`config.mk`:
```
export PLATFORM = sky130hd
export DESIGN_NAME = pipeline_hazard_controller
export DESIGN_NICKNAME = d
export VERILOG_FILES = /design/src/rtl/pipeline_hazard_controller.sv
export SDC_FILE = /design/constraint.sdc
export NUM_CORES = 1
export LEC_CHECK = 0
export ABC_CLOCK_PERIOD_IN_PS = 2350
export CAP_MARGIN = 20
export CELL_PAD_IN_SITES_DETAIL_PLACEMENT = 1
export CELL_PAD_IN_SITES_GLOBAL_PLACEMENT = 1
export CORE_ASPECT_RATIO = 1.75
export CORE_MARGIN = 5
export CORE_UTILIZATION = 36
export CTS_BUF_LIST = sky130_fd_sc_hd__clkbuf_8
export CTS_CLUSTER_SIZE = 14
export DETAILED_ROUTE_END_ITERATION = 12
export PLACE_DENSITY = 0.83
export SETUP_SLACK_MARGIN = 0.1
export SYNTH_ARGS = -nofsm -noshare
export SYNTH_HDL_FRONTEND = slang
export SYNTH_SLANG_ARGS = --single-unit
```
`constraint.sdc`:
```
create_clock -name clk -period 2.35 [get_ports clk]
set_clock_uncertainty 0.2 [all_clocks]
set_input_delay 0.47 -clock clk [delete_from_list [all_inputs] [get_ports clk]]
set_output_delay 0.47 -clock clk [all_outputs]
set_load 0.005 [all_outputs]
```
`src/rtl/pipeline_hazard_controller.sv`:
```
// rtl/pipeline_hazard_controller.sv - pipeline register sequencing with load-use, branch flush and memory-wait handling
//
// Purpose: drives the PC, IF/ID, ID/EXE and EXE/MEM load enables of a 5-stage pipeline.
//   It inserts one bubble on a load-use hazard and flushes IF/ID and ID/EXE on a taken
//   branch resolved in EXE. It freezes the pipe while the data-memory handshake is
//   pending, and halts when the memory wait exceeds MEM_TIMEOUT cycles.
//   Saturating counters track stall cycles and branch flushes.
// Ports:
//   clk, reset                         clock, asynchronous active-high reset
//   id_rn_num/id_rm_num/id_uses_rn/rm  source operands of the instruction in ID
//   exe_rd_num/exe_load/exe_reg_write  destination info of the instruction in EXE
//   branch_taken                       taken branch resolved in EXE
//   mem_req/mem_ready                  data-memory handshake of the MEM stage
//   pc_en..exe_mem_en                  pipeline register enables
//   if_id_flush/id_exe_bubble          NOP insertion
//   state/mem_timeout                  FSM state (0 RUN, 1 MEM_WAIT, 2 HALT), halt flag
//   stall_cycles/flush_count           saturating performance counters
module pipeline_hazard_controller #(
    parameter int MEM_TIMEOUT = 15,
    parameter int CNT_W       = 16
) (
    input  logic             clk,
    input  logic             reset,
    input  logic [3:0]       id_rn_num,
    input  logic [3:0]       id_rm_num,
    input  logic             id_uses_rn,
    input  logic             id_uses_rm,
    input  logic [3:0]       exe_rd_num,
    input  logic             exe_load,
    input  logic             exe_reg_write,
    input  logic             branch_taken,
    input  logic             mem_req,
    input  logic             mem_ready,
    output logic             pc_en,
    output logic             if_id_en,
    output logic             if_id_flush,
    output logic             id_exe_en,
    output logic             id_exe_bubble,
    output logic             exe_mem_en,
    output logic [1:0]       state,
    output logic             mem_timeout,
    output logic [CNT_W-1:0] stall_cycles,
    output logic [CNT_W-1:0] flush_count
);

    localparam int WAIT_W = $clog2(MEM_TIMEOUT + 1);
    localparam logic [WAIT_W-1:0] WAIT_MAX = WAIT_W'(MEM_TIMEOUT);
    localparam logic [WAIT_W-1:0] WAIT_ONE = WAIT_W'(1);
    localparam logic [CNT_W-1:0]  CNT_MAX  = {CNT_W{1'b1}};

    typedef enum logic [1:0] {
        S_RUN      = 2'd0,
        S_MEM_WAIT = 2'd1,
        S_HALT     = 2'd2
    } state_t;

    state_t            state_q;
    logic [WAIT_W-1:0] wait_cnt;
    logic              load_use;
    logic              frozen;
    logic              do_decode;

    assign load_use = exe_load & exe_reg_write &
                      ((id_uses_rn & (id_rn_num == exe_rd_num)) |
                       (id_uses_rm & (id_rm_num == exe_rd_num)));

    // do_decode: the hazard/branch rules apply this cycle; frozen: memory holds the pipe.
    // Both are forced low under reset so every enable drops immediately.
    always_comb begin
        frozen    = 1'b0;
        do_decode = 1'b0;
        case (state_q)
            S_RUN: begin
                if (mem_req && !mem_ready) frozen    = 1'b1;
                else                       do_decode = 1'b1;
            end
            S_MEM_WAIT: begin
                if (mem_ready) do_decode = 1'b1;
                else           frozen    = 1'b1;
            end
            default: ;
        endcase
        if (reset) begin
            frozen    = 1'b0;
            do_decode = 1'b0;
        end
    end

    always_comb begin
        pc_en         = 1'b0;
        if_id_en      = 1'b0;
        if_id_flush   = 1'b0;
        id_exe_en     = 1'b0;
        id_exe_bubble = 1'b0;
        exe_mem_en    = 1'b0;
        if (do_decode) begin
            if (branch_taken) begin
                // Branch outranks load-use: the hazardous ID instruction is flushed anyway.
                pc_en         = 1'b1;
                if_id_en      = 1'b1;
                if_id_flush   = 1'b1;
                id_exe_en     = 1'b1;
                id_exe_bubble = 1'b1;
                exe_mem_en    = 1'b1;
            end else if (load_use) begin
                // Hold PC and IF/ID for one cycle; the load moves on so the hazard clears.
                id_exe_en     = 1'b1;
                id_exe_bubble = 1'b1;
                exe_mem_en    = 1'b1;
            end else begin
                pc_en         = 1'b1;
                if_id_en      = 1'b1;
                id_exe_en     = 1'b1;
                exe_mem_en    = 1'b1;
            end
        end
    end

    assign state       = state_q;
    assign mem_timeout = (state_q == S_HALT);

    always_ff @(posedge clk or posedge reset) begin
        if (reset) begin
            state_q      <= S_RUN;
            wait_cnt     <= '0;
            stall_cycles <= '0;
            flush_count  <= '0;
        end else begin
            case (state_q)
                S_RUN: begin
                    if (frozen) begin
                        state_q  <= S_MEM_WAIT;
                        wait_cnt <= WAIT_ONE;
                    end
                end
                S_MEM_WAIT: begin
                    if (mem_ready) begin
                        state_q  <= S_RUN;
                        wait_cnt <= '0;
                    end else if (wait_cnt < WAIT_MAX) begin
                        wait_cnt <= wait_cnt + WAIT_ONE;
                    end else begin
                        state_q  <= S_HALT;
                    end
                end
                default: ;
            endcase

            if (state_q != S_HALT && !pc_en && stall_cycles != CNT_MAX)
                stall_cycles <= stall_cycles + 1'b1;
            if (do_decode && branch_taken && flush_count != CNT_MAX)
                flush_count <= flush_count + 1'b1;
        end
    end

endmodule

```
== Yosys cells after proc, flatten, opt, wreduce, memory -nomap -nowiden ==
Cells that the tools add are included.

* Add/sub/neg operators: 3
* $lt $le $gt $ge: 1
* Equal/unequal tests: 10
* Multiplexer cells: 25
* Bitwise gates (word level): 5
* Reductions and logical operators: 11

{| class="wikitable"
|+ Operators by type and width
! kind !! number
|-
| $add A16 B1 Y16 const B || 2
|-
| $ne A16 B16 Y1 const B || 2
|-
| $mux W1 || 15
|-
| $mux W4 || 3
|-
| $eq A4 B4 Y1 || 2
|-
| $pmux W4 S2 || 1
|-
| $mux W2 || 3
|-
| $ne A3 B3 Y1 const B || 2
|-
| $reduce_and A3 Y1 || 2
|-
| $logic_and A1 B1 Y1 || 5
|-
| $add A4 B1 Y4 const B || 1
|-
| $and A1 B1 Y1 || 4
|-
| $lt A4 B4 Y1 const B || 1
|-
| $ne A2 B2 Y1 const B || 2
|-
| $pmux W1 S2 || 2
|-
| $pmux W2 S2 || 1
|-
| $eq A2 B1 Y1 const B || 1
|-
| $eq A2 B2 Y1 const B || 1
|-
| $logic_not A1 Y1 || 2
|-
| $logic_not A2 Y1 || 1
|-
| $reduce_bool A2 Y1 || 1
|-
| $or A1 B1 Y1 || 1
|}

* Register bits after elaboration: 38
* Output and inout port bits: 41

== Longest topological paths before layout ==
* Depth in word-level cells: 10
* Mapped depth: 7

== Least setup slack after synthesis ==
OpenSTA, ideal clock, no wires.

* Kind: in2out
* Start: in exe_rd_num[2]
* End: out pc_en
* Arrival time: 1467 ps
* Slack: 213 ps
* Stages: 6
* Path buffers: 2
* Cell sequence: xnor2_1 -> nand3_1 -> o22ai_1 -> a21oi_1 -> buf_4 -> buf_4

* Cells in the longest elaborated chain, start to end: 7

{| class="wikitable"
|+ Ends and longest elaborated chain
! item !! RTL line !! RTL
|-
| start, declared || 28 || <nowiki>input logic [3:0] exe_rd_num,</nowiki>
|-
| $eq A4 B4 Y1 (on tied branches) || 64, 65 ||
|-
| $and A1 B1 Y1 (on tied branches) || 64, 65 ||
|-
| $or A1 B1 Y1 * || 64 || <nowiki>((id_uses_rn & (id_rn_num == exe_rd_num)) |</nowiki>
|-
| $and A1 B1 Y1 * || 63 || <nowiki>assign load_use = exe_load & exe_reg_write &</nowiki>
|-
| $mux W1 * (3 in series) || -- ||
|-
| end, declared || 34 || <nowiki>output logic pc_en,</nowiki>
|}

Every way passes the cells marked *; elsewhere a longest branch is shown, timed or not.

== Worst setup path in the final report ==
* Start: in mem_req
* End: out if_id_flush

* Cells in the longest elaborated chain, start to end: 5

{| class="wikitable"
|+ Ends and longest elaborated chain
! item !! RTL line !! RTL
|-
| start, declared || 32 || <nowiki>input logic mem_req,</nowiki>
|-
| $logic_and A1 B1 Y1 || 74 || <nowiki>if (mem_req && !mem_ready) frozen = 1'b1;</nowiki>
|-
| $mux W1 || 74 ||
|-
| $pmux W1 S2 || 72 || <nowiki>case (state_q)</nowiki>
|-
| $mux W1 || 83 || <nowiki>if (reset) begin</nowiki>
|-
| $mux W1 || 96 || <nowiki>if (do_decode) begin</nowiki>
|-
| end, declared || 36 || <nowiki>output logic if_id_flush,</nowiki>
|}

Every way passes these cells.

==> impl_metrics.py <==
metrics = {
    "route": {
        "drt_first_pass_iters": 4,
        "ant_nets": 0,
        "num_vias": 1812,
        "first_iter_violations": 75,
        "vias_per_cell": 5.03,
        "routed_wl_um": 5610,
        "drcViolationCount": 0,
        "wl_per_cell_um": 15.6,
    },
    "floorplan": {
        "io_pins": 62,
        "die_area_mm2": 0.00724,
        "initial_core_util_pct": 36.6,
        "rows": 36,
        "fp.dieH_um": 109,
        "core_mm2": 0.00550,
        "die_w_um": 66.5,
    },
    "place": {
        "hpwl_um": 4190,
        "placed_cell_area_mm2": 0.00287,
        "gp_congestion": 0.791,
        "portBuffers": 61,
    },
    "critical_path": {
        "regToRegStartpoint": "flush_count[1]",
        "crit_slowest_cell": "o211ai_1",
        "path_class": "in -> out",
        "crit_required_ps": 1680,
        "r2r-end": "flush_count[13]",
        "end_kind": "output port",
        "cp_top_family": "buffers and inverters",
        "crit_path_frequent_cell": "dlygate4sd2_1",
        "crit_path_max_fanout": 2,
        "slowest_delay_ps": 300,
        "critPathBufInv": 4,
        "regToRegSetupSlack_ps": 240,
        "worst-r2r-cell-count": 6,
        "cp_cell_sequence": "dlygate4sd2_1 -> nor2_2 -> buf_4 -> o211ai_1 -> inv_1 -> dlygate4sd2_1",
        "arrival_ps": 1510,
        "critPathLaunchType": "primary input",
    },
    "logic_synthesis": {
        "avgSynthCellArea_um2": 10.3,
        "syn_inst": 195,
        "yosysUniqueCellTypes": 39,
        "yosys_warnings": 0,
        "yosys.area.top_type_share_pct": 47.3,
        "ys_top_cells_by_count": "38 x dfrtp_1, 20 x xnor2_1, 19 x nand3_1, 18 x xor2_1",
        "ys_ff_latch": 38,
        "syn_area_mm2": 0.00201,
        "synth-edff-count": 0,
        "seq_area_frac_synth_pct": 47.3,
        "synth_most_common_cell": "dfrtp_1",
        "syn_nets": 219,
        "ys_async_sr_fraction_pct": 100,
        "synth_area_leaders": "dfrtp_1 47%, xnor2_1 8.7%, xor2_1 7.8%",
        "synth_top_cell_by_area": "dfrtp_1",
        "synthFlopType": "dfrtp_1",
    },
    "timing": {
        "whs_ps": 298,
        "slew_viol_final": 0,
        "final.setup.tns_ps": 0,
        "finalHoldViolCount": 0,
        "setup_viol_count_final": 0,
        "fmax_mhz": 459,
        "slew_headroom_pct": 71.0,
        "tightest_slew_ps": 432,
        "period_share_pct": 92.7,
        "min_period_ps": 2180,
        "rsz0062_at_grt": "true",
    },
    "clock_network": {
        "cts_root_buf": "clkbuf_8",
        "cts.sinks": 38,
        "path_clk_slew_ps": 80,
        "cts_htree_levels": 2,
        "hold_buffers": 0,
        "clockBufferDepth": 2,
        "cts_made_buffers": 5,
        "tritoncts": "done",
        "insertion_delay_ps": 300,
    },
    "global_routing": {
        "grt_remaining_overflow": 0,
        "grt_pass1_wl_um": 9470,
        "grt_max_degree": 39,
        "antenna_found_initial": 0,
        "grt_pass1_vias": 2032,
        "grt.total_usage_pct": 17.0,
    },
    "cells_and_area": {
        "post-route-cell-area_mm2": 0.00301,
        "finish.net_count": 307,
        "area_growth_pct": 49.8,
        "final_layout_size_suffix_gt1_share_pct": 22.9,
        "num_antenna_cells": 0,
    },
    "worst_hold_path": {
        "min_to": "flush_count[4]",
        "min_from": "flush_count[4]",
        "hold_depth": 1,
        "worstHoldPathType": "reg -> reg",
    },
    "flow_run": {
        "max_cap_violations": 0,
    },
    "pwr": {
        "p_per_area_mw_per_mm2": 859,
        "peakVddDrop_mv": 0.378,
        "power_mw": 2.59,
        "power_leakage_nw": 1.33,
    },
    "outcome": {
        "status": "completed",
    },
}
==> how the worst max path moves through the flow <==
stage | start | end | slack, ps | cells past startpoint
after CTS | id_uses_rn | id_exe_bubble | 110 | 7
after global routing | flush_count[1] | flush_count[13] | 100 | 6
after floorplan | exe_rd_num[2] | pc_en | 210 | 6
after global placement | exe_rd_num[1] | if_id_en | -560 | 6
final | mem_req | if_id_flush | 170 | 6
after detailed placement | exe_rd_num[1] | if_id_en | -570 | 6
==> cells by family after synthesis <==
kind of cell / synth area share (%)
DFF: 47.3
and+or+nand+nor: 23.7
adders and majority gates: 1.87
buffers and inverters: 2.30
xor gates and xnor gates: 16.5
AOI/OAI and AO/OA: 6.65
muxes: 1.68
==> through the flow <==
stage                     util [%]  cells  setup WS, ps
after CTS                     55.1    360           111
after detailed placement      52.2    350          -571
after floorplan                  -    195           213
final                         54.8    360           171
after global routing          54.8    360          97.1
after global placement        52.2    350          -555
==> final cells by class <==
cell class	count	area (um2)
Fill cell	642	2480
Tap cell	76	95.1
Clock buffer	5	68.8
Inverter	5	18.8
Multi-Input combinational cell	148	1070
Sequential cell	38	951
Clock inverter	3	68.8
Timing Repair Buffer	85	738
==> timing repair <==
action,4_1_cts,5_1_grt
pin swaps,16,15
buffers inserted,2,0
endpoints found under the setup margin,23,8
resized for setup,44,24
==> cells in the final DEF (no fill, tap or decap), drive strengths merged <==
| cell | synthesis | final |
|---|---|---|
| a2111oi | 1 | 1 |
| a21o | 1 | 1 |
| a21oi | 3 | 3 |
| a31oi | 3 | 3 |
| a32o | 1 | 1 |
| and2 | 3 | 3 |
| and2b | 1 | 1 |
| and3 | 6 | 6 |
| and4 | 1 | 1 |
| buf | 4 | 27 |
| bufinv | 0 | 2 |
| clkbuf | 0 | 15 |
| clkdlybuf4s15 | 0 | 2 |
| clkdlybuf4s50 | 0 | 37 |
| clkinv | 1 | 2 |
| dfrtp | 38 | 38 |
| dlygate4sd2 | 0 | 7 |
| dlymetal6s2s | 0 | 2 |
| ha | 3 | 3 |
| inv | 4 | 4 |
| mux2 | 3 | 3 |
| nand2 | 13 | 13 |
| nand2b | 2 | 2 |
| nand3 | 19 | 19 |
| nand3b | 1 | 1 |
| nand4 | 8 | 8 |
| nor2 | 8 | 8 |
| nor2b | 1 | 1 |
| nor3 | 12 | 12 |
| nor4 | 6 | 6 |
| o211ai | 1 | 1 |
| o21ai | 8 | 8 |
| o21bai | 1 | 1 |
| o22ai | 1 | 1 |
| or3 | 2 | 2 |
| or4b | 1 | 1 |
| xnor2 | 20 | 20 |
| xor2 | 18 | 18 |
==> routing by layer <==
metal,wire length (um),vias up,track usage [%]
met1,1990,892,16.9
met4,117,0,6.98
met2,3240,48,33.1
met5,0,-,0
li1,-,865,-
met3,260,7,3.40
==> state kept, by name (all words and copies together) (netlist names) <==
| register | count |
|---|---|
| wait_cnt | 4 |
| flush_count | 16 |
| stall_cycles | 16 |
| state | 2 |
==> where the power goes <==
part	leakage [nW]	total, mW	internal, mW	switching, mW
logic	0.791	0.861	0.518	0.343
registers	0.473	1.05	0.828	0.222
clock network	0.0683	0.675	0.425	0.250
Power figures use the tool's default switching activity.
